===== src/rtl/thr_peak_detect_if.sv =====
// Load/commit/control inputs and filter/peak outputs of thr_peak_detect.
// Master drives the load chunks, commit and control. Slave is the detector.
// Every signal is a plain wire; the only flow control is the commit strobe.
interface thr_peak_detect_if #(
  parameter int DW   = 8,
  parameter int NIB  = 4,
  parameter int CNTW = 8
);
  localparam int NCH = DW / NIB;
  localparam int IW  = (NCH > 1) ? $clog2(NCH) : 1;

  logic            ld_en;
  logic [1:0]      ld_tgt;
  logic [IW-1:0]   ld_idx;
  logic [NIB-1:0]  ld_data;
  logic            smp_commit;
  logic            mode;
  logic            cnt_clr;
  logic [DW-1:0]   fop;
  logic            pass;
  logic            peak;
  logic [DW-1:0]   peak_val;
  logic [CNTW-1:0] peak_cnt;
  logic            busy;

  modport master (
    output ld_en, ld_tgt, ld_idx, ld_data, smp_commit, mode, cnt_clr,
    input  fop, pass, peak, peak_val, peak_cnt, busy
  );

  modport slave (
    input  ld_en, ld_tgt, ld_idx, ld_data, smp_commit, mode, cnt_clr,
    output fop, pass, peak, peak_val, peak_cnt, busy
  );
endinterface


===== src/rtl/thr_peak_detect.sv =====
// Threshold filter plus hysteresis peak detector with refractory window.
// Latency: fop/pass 1 cycle after smp_commit, peak 2 cycles after smp_commit.
// No backpressure: a commit is accepted on every cycle it is asserted.
module thr_peak_detect #(
  parameter int DW     = 8,
  parameter int NIB    = 4,
  parameter int REFRAC = 16,
  parameter int CNTW   = 8
) (
  input logic clk,
  input logic rst,
  thr_peak_detect_if.slave bus
);
  localparam int NCH = DW / NIB;
  localparam int IW  = (NCH > 1) ? $clog2(NCH) : 1;
  localparam int RW  = (REFRAC > 0) ? $clog2(REFRAC + 1) : 1;

  typedef enum logic [1:0] {
    S_IDLE,
    S_RISE,
    S_REFRACT
  } state_t;

  state_t          state, state_nx;
  logic [DW-1:0]   smp_asm, th, hyst;
  logic [DW-1:0]   fop_q, cur, max_q, max_nx;
  logic [DW-1:0]   peak_val_q, peak_val_nx;
  logic [DW-1:0]   drop;
  logic            pass_q, fv;
  logic            peak_q, peak_nx, cnt_inc;
  logic [RW-1:0]   rcnt, rcnt_nx;
  logic [CNTW-1:0] cnt_q;

  // Chunk loads into the sample assembly, threshold and hysteresis registers.
  // Indices past the last chunk never match and so are dropped.
  always_ff @(posedge clk or posedge rst) begin
    if (rst) begin
      smp_asm <= '0;
      th      <= '0;
      hyst    <= '0;
    end else if (bus.ld_en) begin
      for (int k = 0; k < NCH; k++) begin
        if (bus.ld_idx == IW'(k)) begin
          case (bus.ld_tgt)
            2'b00:   smp_asm[k*NIB +: NIB] <= bus.ld_data;
            2'b01:   th[k*NIB +: NIB]      <= bus.ld_data;
            2'b10:   hyst[k*NIB +: NIB]    <= bus.ld_data;
            default: ;
          endcase
        end
      end
    end
  end

  // Commit: compare the pre-edge sample against the pre-edge threshold.
  always_ff @(posedge clk or posedge rst) begin
    if (rst) begin
      pass_q <= 1'b0;
      fop_q  <= '0;
      cur    <= '0;
      fv     <= 1'b0;
    end else begin
      fv <= bus.smp_commit;
      if (bus.smp_commit) begin
        cur    <= smp_asm;
        pass_q <= (smp_asm > th);
        if (smp_asm > th) begin
          fop_q <= smp_asm;
        end else if (bus.mode) begin
          fop_q <= '0;
        end
      end
    end
  end

  // Peak FSM next state: only a freshly committed sample (fv) moves it.
  always_comb begin
    state_nx    = state;
    max_nx      = max_q;
    rcnt_nx     = rcnt;
    peak_nx     = 1'b0;
    peak_val_nx = peak_val_q;
    cnt_inc     = 1'b0;
    drop        = max_q - cur;
    if (fv) begin
      case (state)
        S_IDLE: begin
          if (pass_q) begin
            max_nx   = cur;
            state_nx = S_RISE;
          end
        end
        S_RISE: begin
          if (pass_q && (cur > max_q)) begin
            max_nx = cur;
          end else if (!pass_q || ((cur < max_q) && (drop >= hyst))) begin
            peak_nx     = 1'b1;
            peak_val_nx = max_q;
            cnt_inc     = 1'b1;
            if (REFRAC == 0) begin
              state_nx = S_IDLE;
            end else begin
              state_nx = S_REFRACT;
              rcnt_nx  = RW'(REFRAC);
            end
          end
        end
        S_REFRACT: begin
          // The sample that finds rcnt at zero is consumed, not evaluated.
          if (rcnt == '0) begin
            state_nx = S_IDLE;
          end else begin
            rcnt_nx = rcnt - RW'(1);
          end
        end
        default: state_nx = S_IDLE;
      endcase
    end
  end

  // Peak FSM registers, including the one-cycle peak pulse and its value.
  always_ff @(posedge clk or posedge rst) begin
    if (rst) begin
      state      <= S_IDLE;
      max_q      <= '0;
      rcnt       <= '0;
      peak_q     <= 1'b0;
      peak_val_q <= '0;
    end else begin
      state      <= state_nx;
      max_q      <= max_nx;
      rcnt       <= rcnt_nx;
      peak_q     <= peak_nx;
      peak_val_q <= peak_val_nx;
    end
  end

  // Saturating beat counter; a clear beats a same-cycle increment.
  always_ff @(posedge clk or posedge rst) begin
    if (rst) begin
      cnt_q <= '0;
    end else if (bus.cnt_clr) begin
      cnt_q <= '0;
    end else if (cnt_inc && (cnt_q != '1)) begin
      cnt_q <= cnt_q + CNTW'(1);
    end
  end

  assign bus.fop      = fop_q;
  assign bus.pass     = pass_q;
  assign bus.peak     = peak_q;
  assign bus.peak_val = peak_val_q;
  assign bus.peak_cnt = cnt_q;
  assign bus.busy     = (state != S_IDLE);
endmodule


===== src/flat_wrapper.sv =====
// flat-port wrapper written by rule: the top's interface ports become plain ports
module thr_peak_detect_flat 
#(
  parameter int DW     = 8,
  parameter int NIB    = 4,
  parameter int REFRAC = 16,
  parameter int CNTW   = 8
)
  (clk, rst, bus_ld_en, bus_ld_tgt, bus_ld_idx, bus_ld_data, bus_smp_commit, bus_mode, bus_cnt_clr, bus_fop, bus_pass, bus_peak, bus_peak_val, bus_peak_cnt, bus_busy);
  thr_peak_detect_if #(.DW(DW), .NIB(NIB), .CNTW(CNTW)) bus_i ();
  input logic clk;
  input logic rst;
  input wire logic [$bits(bus_i.ld_en)-1:0] bus_ld_en;
  input wire logic [$bits(bus_i.ld_tgt)-1:0] bus_ld_tgt;
  input wire logic [$bits(bus_i.ld_idx)-1:0] bus_ld_idx;
  input wire logic [$bits(bus_i.ld_data)-1:0] bus_ld_data;
  input wire logic [$bits(bus_i.smp_commit)-1:0] bus_smp_commit;
  input wire logic [$bits(bus_i.mode)-1:0] bus_mode;
  input wire logic [$bits(bus_i.cnt_clr)-1:0] bus_cnt_clr;
  output wire logic [$bits(bus_i.fop)-1:0] bus_fop;
  output wire logic [$bits(bus_i.pass)-1:0] bus_pass;
  output wire logic [$bits(bus_i.peak)-1:0] bus_peak;
  output wire logic [$bits(bus_i.peak_val)-1:0] bus_peak_val;
  output wire logic [$bits(bus_i.peak_cnt)-1:0] bus_peak_cnt;
  output wire logic [$bits(bus_i.busy)-1:0] bus_busy;
  assign bus_i.ld_en = bus_ld_en;
  assign bus_i.ld_tgt = bus_ld_tgt;
  assign bus_i.ld_idx = bus_ld_idx;
  assign bus_i.ld_data = bus_ld_data;
  assign bus_i.smp_commit = bus_smp_commit;
  assign bus_i.mode = bus_mode;
  assign bus_i.cnt_clr = bus_cnt_clr;
  assign bus_fop = bus_i.fop;
  assign bus_pass = bus_i.pass;
  assign bus_peak = bus_i.peak;
  assign bus_peak_val = bus_i.peak_val;
  assign bus_peak_cnt = bus_i.peak_cnt;
  assign bus_busy = bus_i.busy;
  thr_peak_detect #(.DW(DW), .NIB(NIB), .REFRAC(REFRAC), .CNTW(CNTW)) u_core (.clk(clk), .rst(rst), .bus(bus_i));
endmodule

===== config.mk =====
export PLATFORM = sky130hd
export DESIGN_NAME = thr_peak_detect_flat
export DESIGN_NICKNAME = d
export VERILOG_FILES = /design/src/rtl/thr_peak_detect_if.sv /design/src/rtl/thr_peak_detect.sv /design/src/flat_wrapper.sv
export SDC_FILE = /design/constraint.sdc
export NUM_CORES = 1
export LEC_CHECK = 0
export ABC_CLOCK_PERIOD_IN_PS = 5300
export BUFFER_PORTS_ARGS = -buffer_cell sky130_fd_sc_hd__clkbuf_2
export CAP_MARGIN = 30
export CORE_MARGIN = 2
export CORE_UTILIZATION = 30
export DETAILED_ROUTE_END_ITERATION = 10
export PLACE_DENSITY = 0.55
export SKIP_CTS_REPAIR_TIMING = 1
export SKIP_LAST_GASP = 1
export SLEW_MARGIN = 20
export SYNTH_ARGS = -nofsm -noshare
export SYNTH_HDL_FRONTEND = slang
export SYNTH_SLANG_ARGS = --single-unit

===== constraint.sdc =====
create_clock -name clk -period 5.3 [get_ports clk]
set_input_delay 1.06 -clock clk [delete_from_list [all_inputs] [get_ports clk]]
set_output_delay 1.06 -clock clk [all_outputs]
set_load 0.1 [all_outputs]

# Word level (Yosys, flattened, before mapping)
# Cells that the tools add are included.
# totals
ff_bits	74
latchBits	0
ram_bits	0
mem_bits_ro	0
input_bits	13
output_inout_bits	27
elab_cells	80
memories	0
# op_classes
add_sub_neg	3
multipliers	0
div_mod_pow	0
n_lt_le_gt_ge	4
n_eq_ne	11
shift	0
n_mux	20
bitwise_logic	2
n_reduce_logical	24
# op_table
op	count
two-way mux 8 bit	6
AND reduction 3 bit	6
greater-than comparator 8 bit	2
one-hot mux 8 bit (2 select lines)	1
two-way mux 5 bit	3
one-hot mux 5 bit (2 select lines)	1
AND reduction 5 bit	2
nonzero test 2 bit	5
adder 8 x 1 -> 8 bit (second input constant)	1
greater-or-equal comparator 8 bit	1
< comparator 8 bit	1
two-way mux 2 bit	4
!= test 2 x 1 -> 1 bit (second input constant)	4
!= test 8 bit (second input constant)	1
AND reduction 4 bit	2
subtractor 8 bit	1
one-hot mux 2 bit (3 select lines)	1
logical NOT 5 bit	1
subtractor 5 x 1 -> 5 bit (second input constant)	1
== test 2 x 1 -> 1 bit (second input constant)	2
== test 2 bit (second input constant)	2
logical NOT 2 bit	2
two-way mux 1 bit	4
!= test 2 bit (second input constant)	2
other kinds (5)	8

# Depth between registers and ports, before layout
# logic_depth
ltp_word	11
depth_mapped	18
mapped_depth_nobuf	17

# Worst setup path before layout
# OpenSTA, ideal clock, no wires.
# synth_path
kind	register to register
startpoint	register u_core.cur[0]
endpoint	register u_core.rcnt[4]
setup_time_ps	131
arrival_time_ps	3198
required_ps	5169
setup_slack_ps	1971
path_stages_with_launch	16
path_buffers	0
period_less_slack_ps	3329
cell_sequence	dfrtp_1 -> ha_1 -> fa_1 -> nand2b_1 -> a21oi_1 -> a21o_1 -> a21oi_1 -> xnor2_1 -> ha_1 -> and3_1 -> a221oi_1 -> o31a_1 -> o21ai_1 -> nand2_1 -> nor4_1 -> or3_1
# synth_between
elab_chain_len	6
elab_cells_between_ends	10
cone_classes	1 x add/sub; 3 x order compare; 2 x eq/ne; 4 x reduce/logical
# synth_lines
element	line	rtl
from (decl)	thr_peak_detect.sv:26	logic [DW-1:0] fop_q, cur, max_q, max_nx;
from (signal assigned)	thr_peak_detect.sv:65	cur <= smp_asm;
subtractor 8 bit	thr_peak_detect.sv:84	drop = max_q - cur;
greater-or-equal comparator 8 bit	thr_peak_detect.sv:96	end else if (!pass_q || ((cur < max_q) && (drop >= hyst))) begin
logical AND 1 bit	thr_peak_detect.sv:96	
logical OR 1 bit	thr_peak_detect.sv:96	
!= test 2 x 1 -> 1 bit (no source line)	-	
AND reduction 5 bit (no source line) (*)	-	
to (signal assigned)	thr_peak_detect.sv:132	rcnt <= rcnt_nx;
to (decl)	thr_peak_detect.sv:31	logic [RW-1:0] rcnt, rcnt_nx;
# Every way passes the cells marked *; elsewhere a longest branch is shown, timed or not.
# A chain may end at the register's enable or synchronous reset.

# Worst setup path after layout
# layout_path
startpoint	register u_core.max_q[0]
endpoint	register u_core.cnt_q[4], in the netlist u_core.bus.peak_cnt[4]
# layout_between
elab_chain_len	10
elab_cells_between_ends	13
cone_classes	1 x add/sub; 3 x order compare; 4 x mux; 5 x reduce/logical
# layout_lines
element	line	rtl
from (decl)	thr_peak_detect.sv:26	
from (signal assigned)	thr_peak_detect.sv:131	max_q <= max_nx;
subtractor 8 bit	thr_peak_detect.sv:84	
greater-or-equal comparator 8 bit	thr_peak_detect.sv:96	
logical AND 1 bit	thr_peak_detect.sv:96	
logical OR 1 bit	thr_peak_detect.sv:96	
two-way mux 1 bit	thr_peak_detect.sv:96	
two-way mux 1 bit (*)	thr_peak_detect.sv:94	if (pass_q && (cur > max_q)) begin
two-way mux 1 bit (*)	thr_peak_detect.sv:86	case (state)
two-way mux 1 bit (*)	thr_peak_detect.sv:85	if (fv) begin
logical AND 1 bit (*)	thr_peak_detect.sv:144	end else if (cnt_inc && (cnt_q != '1)) begin
nonzero test 2 bit (no source line) (*)	-	
to (signal assigned)	thr_peak_detect.sv:145	cnt_q <= cnt_q + CNTW'(1);
to (decl)	thr_peak_detect.sv:32	logic [CNTW-1:0] cnt_q;
# Marks and branches as above.

==> results.toml <==
[critical_path]
path_buf_inv = 1
reg2regPathDepth = 16
crit_cells = 16
cp_top_family = "compound AO/OA/AOI/OAI gates"
critPathKind = "reg -> reg"
cp.arrival_ps = 4110
path_max_fanout = 13
worst_path_most_repeated_cell = "a21oi_1"
crit_path_start_kind = "flop"
crit_required_ps = 5560
cp_slowest_cell = "o21ai_2"
cp-endpoint = "u_core.bus.peak_cnt[4]"
max_stage_delay_ps = 480
r2r_slack_ps = 1450
worstSetupStartpoint = "u_core.max_q[0]"
r2r-end = "u_core.bus.peak_cnt[4]"
end_kind = "flop"
path_cells = "inv_1, ha_1, fa_1, nand2b_1, a21oi_1, a21o_1, a21oi_1, xnor2_1, ha_1, and3_1, nand2_1, o31a_1, o21ai_2, nand2_2, or3_1, a21oi_1"
r2r-start = "u_core.max_q[0]"

[pwr]
p_switching_w = 0.00110
pwr-share-clk_pct = 21.4
leakage_nw = 2.07
max-vdd-ir-drop_v = 0.000381
p_int_w = 0.00143
p_seq_share_pct = 32.7
powerDensity_nw_per_um2 = 578
pwr-share-comb_pct = 45.9
p_sw_share_pct = 43.5

[layout]
n_antenna_cell = 0
final_util_pct = 36.3
finalNetCount = 424
drive_gt1_share_pct = 24.4
area_growth_pct = 18.0

[timing]
slew_viol_final = 0
fin_hold_ws_ps = 499
max_slew.worst_pin.slew_ps = 714
fin_tns_setup_ps = 0
timing.fmax_mhz = 260
rsz0062_at_grt = "no"
worst_slack_ps = 1450
skew_ps = 3.93
post-route-period-util_pct = 72.6
hold_viol_final = 0
setup_viol = 0
relSlewSlack_pct = 52.3
period_needed_ps = 3850

[clock_network]
cts-buffers-inserted = 9
clk_pin_slew_ps = 50
clock_tree.htree_level_count = 3
tritoncts = "yes"
insertion_delay_ps = 330
clockBufferDepth = 2
clock-sinks = 74
cts-root-buf = "clkbuf_16"

[routing]
vias_per_cell = 4.81
num_vias = 2659
dr.pass1.iters = 5
wl_met3_um = 330
drt-total-wl_um = 7850
highest_layer = "met4"
remaining_drc_errors = 0
wl_met2_um = 3650
drt_iter0_markers = 191
wl_per_cell_um = 14.2
wl_met1_um = 3730
ant_nets = 0

[grt]
grt_overflow = 0
grt_usage_pct = 12.9
grt_pass1_wl_um = 13200
antenna_found_initial = 0
grt_max_degree = 75
grt_pass1_vias = 2652

[place]
port_buffers = 39
place.gp.congestion = 0.805
place_ws_ps = 1460
dpl.hpwl_um = 5660

[logic_synthesis]
ys_ff_latch = 74
synth_edf_count = 0
netlist_area_um2 = 3710
syn_nets = 378
yosys_warnings = 0
synth-seq-area-share_pct = 49.8
synth_cell_type_count = 45
syn-instance-count = 337
synth_top_area_share_pct = 49.8
ys_async_sr_fraction_pct = 100
ys_top_cells_by_area = "dfrtp_1 50%, mux2_2 9.7%, ha_1 9.1%, o21ai_0 3.5%, inv_1 3.1%"
synth_top_flop_cell = "dfrtp_1"
syn_avg_cell_area_um2 = 11.0
synth_area_leader_cell = "dfrtp_1"

[job]
cap_violations = 0

[run_status]
status = "completed"

[worst_hold_path]
hp-class = "reg -> reg"

[floorplanning]
row_count = 40
io_pins = 40
die_x_um = 115
start_util_pct = 30.8
dieArea_um2 = 13300
core-area_um2 = 12100
die_y_um = 115
## per-layer routing
| metal | vias up | global-route usage [%] |
|---|---|---|
| li1 | 1284 | - |
| met1 | 1313 | 16.7 |
| met2 | 49 | 20.0 |
| met3 | 13 | 4.80 |
| met4 | 0 | 4.34 |
| met5 | - | 0 |
## power by group through the flow
| stage | clock network (W) | registers (W) | logic, W |
|---|---|---|---|
| 3_3_place_gp | 0 | 0.000836 | 0.00115 |
| 5_1_grt | 0.000588 | 0.000850 | 0.00129 |
| 6_report | 0.000542 | 0.000830 | 0.00116 |
| 4_1_cts | 0.000562 | 0.000831 | 0.00117 |
| 2_1_floorplan | 0 | 0.00115 | 0.000607 |
| 3_5_place_dp | 0 | 0.000840 | 0.00116 |
## Yosys cell counts, drive strengths merged (2+ instances only)
cell type  number
mux2           32
nand2b          5
clkbuf          3
nor2           11
nand2          30
nand4b          2
a311oi          2
o21a            3
a21oi          10
o21ai          29
nor3b           5
nand3           6
nor2b           4
or3             3
or2             3
dfrtp          74
and4            2
nor3            4
and3            5
buf             4
inv            31
a32o            8
nand4           3
a31oi           3
xor2            7
a21o            5
xnor2           4
ha             27
## placed cells by master, fill, tap and decap left out, drive strengths merged
| cell | instances |
|---|---|
| a21oi | 10 |
| a211oi | 1 |
| clkbuf | 52 |
| or2 | 3 |
| inv | 31 |
| nor2 | 11 |
| o21ai | 29 |
| nand4b | 2 |
| a211o | 1 |
| and4 | 2 |
| xor2 | 7 |
| o21a | 3 |
| nor2b | 4 |
| nand4 | 3 |
| buf | 3 |
| a311oi | 2 |
| nand2b | 5 |
| nand3 | 6 |
| nand2 | 30 |
| o2111ai | 1 |
| o31a | 1 |
| mux2 | 32 |
| xnor2 | 4 |
| a31oi | 3 |
| o41ai | 1 |
| a21o | 5 |
| nor3 | 4 |
| and2 | 1 |
| a21boi | 1 |
| and3 | 5 |
| ha | 27 |
| dfrtp | 74 |
| nor4 | 1 |
| a32o | 8 |
| nor3b | 5 |
| a2111oi | 1 |
| a41oi | 1 |
| fa | 1 |
| a221oi | 1 |
| or3 | 3 |
## final cells by class
cell class / count / area [um2]
clock buffers: 13 / 260
fillers: 1221 / 7680
inverters: 31 / 116
multi-input cells: 225 / 1710
flip-flops and latches: 74 / 1850
well taps: 168 / 210
repair buffers: 42 / 230
## through the flow
stage	cell area (um2)	power (W)	instances
final	4380	0.00253	553
after floorplan	3710	0.00176	337
after detailed placement	4100	0.00200	539
after CTS	4360	0.00257	552
after global routing	4380	0.00272	553
after global placement	4100	0.00198	539
## how the worst min path moves through the flow
stage	from	end	slack (ps)	cells past startpoint
final	u_core.bus.fop[1]	u_core.bus.fop[1]	500	1
after global routing	u_core.bus.fop[1]	u_core.bus.fop[1]	520	1
after CTS	u_core.bus.fop[7]	u_core.bus.fop[7]	500	1
after detailed placement	u_core.bus.fop[1]	u_core.bus.fop[1]	480	1
after global placement	u_core.bus.fop[6]	u_core.bus.fop[6]	480	1
after floorplan	u_core.cur[0]	u_core.max_q[0]	470	2
## registers in the layout, indices dropped and copies added (netlist names)
signal               flops
u_core.cur               8
u_core.bus.peak_val      8
u_core.max_q             8
u_core.bus.pass          1
u_core.bus.peak_cnt      8
u_core.th                8
u_core.rcnt              5
u_core.bus.fop           8
u_core.smp_asm           8
u_core.hyst              8
u_core.fv                1
u_core.bus.peak          1
u_core.state             2
## cells by family (layout without fill, tap and decap cells)
kind of cell             after synthesis  count (layout)  synth area share (%)
buffers and inverters                 38              86                  4.01
adder cells (fa/ha/maj)               28              28                  9.63
AND/OR/NAND/NOR                       85              85                  11.7
AO/OA/AOI/OAI                         69              69                  12.5
XOR/XNOR                              11              11                  2.59
flip-flops                            74              74                  49.8
multiplexers                          32              32                  9.70
No activity file was read; power rests on OpenSTA's default activity.
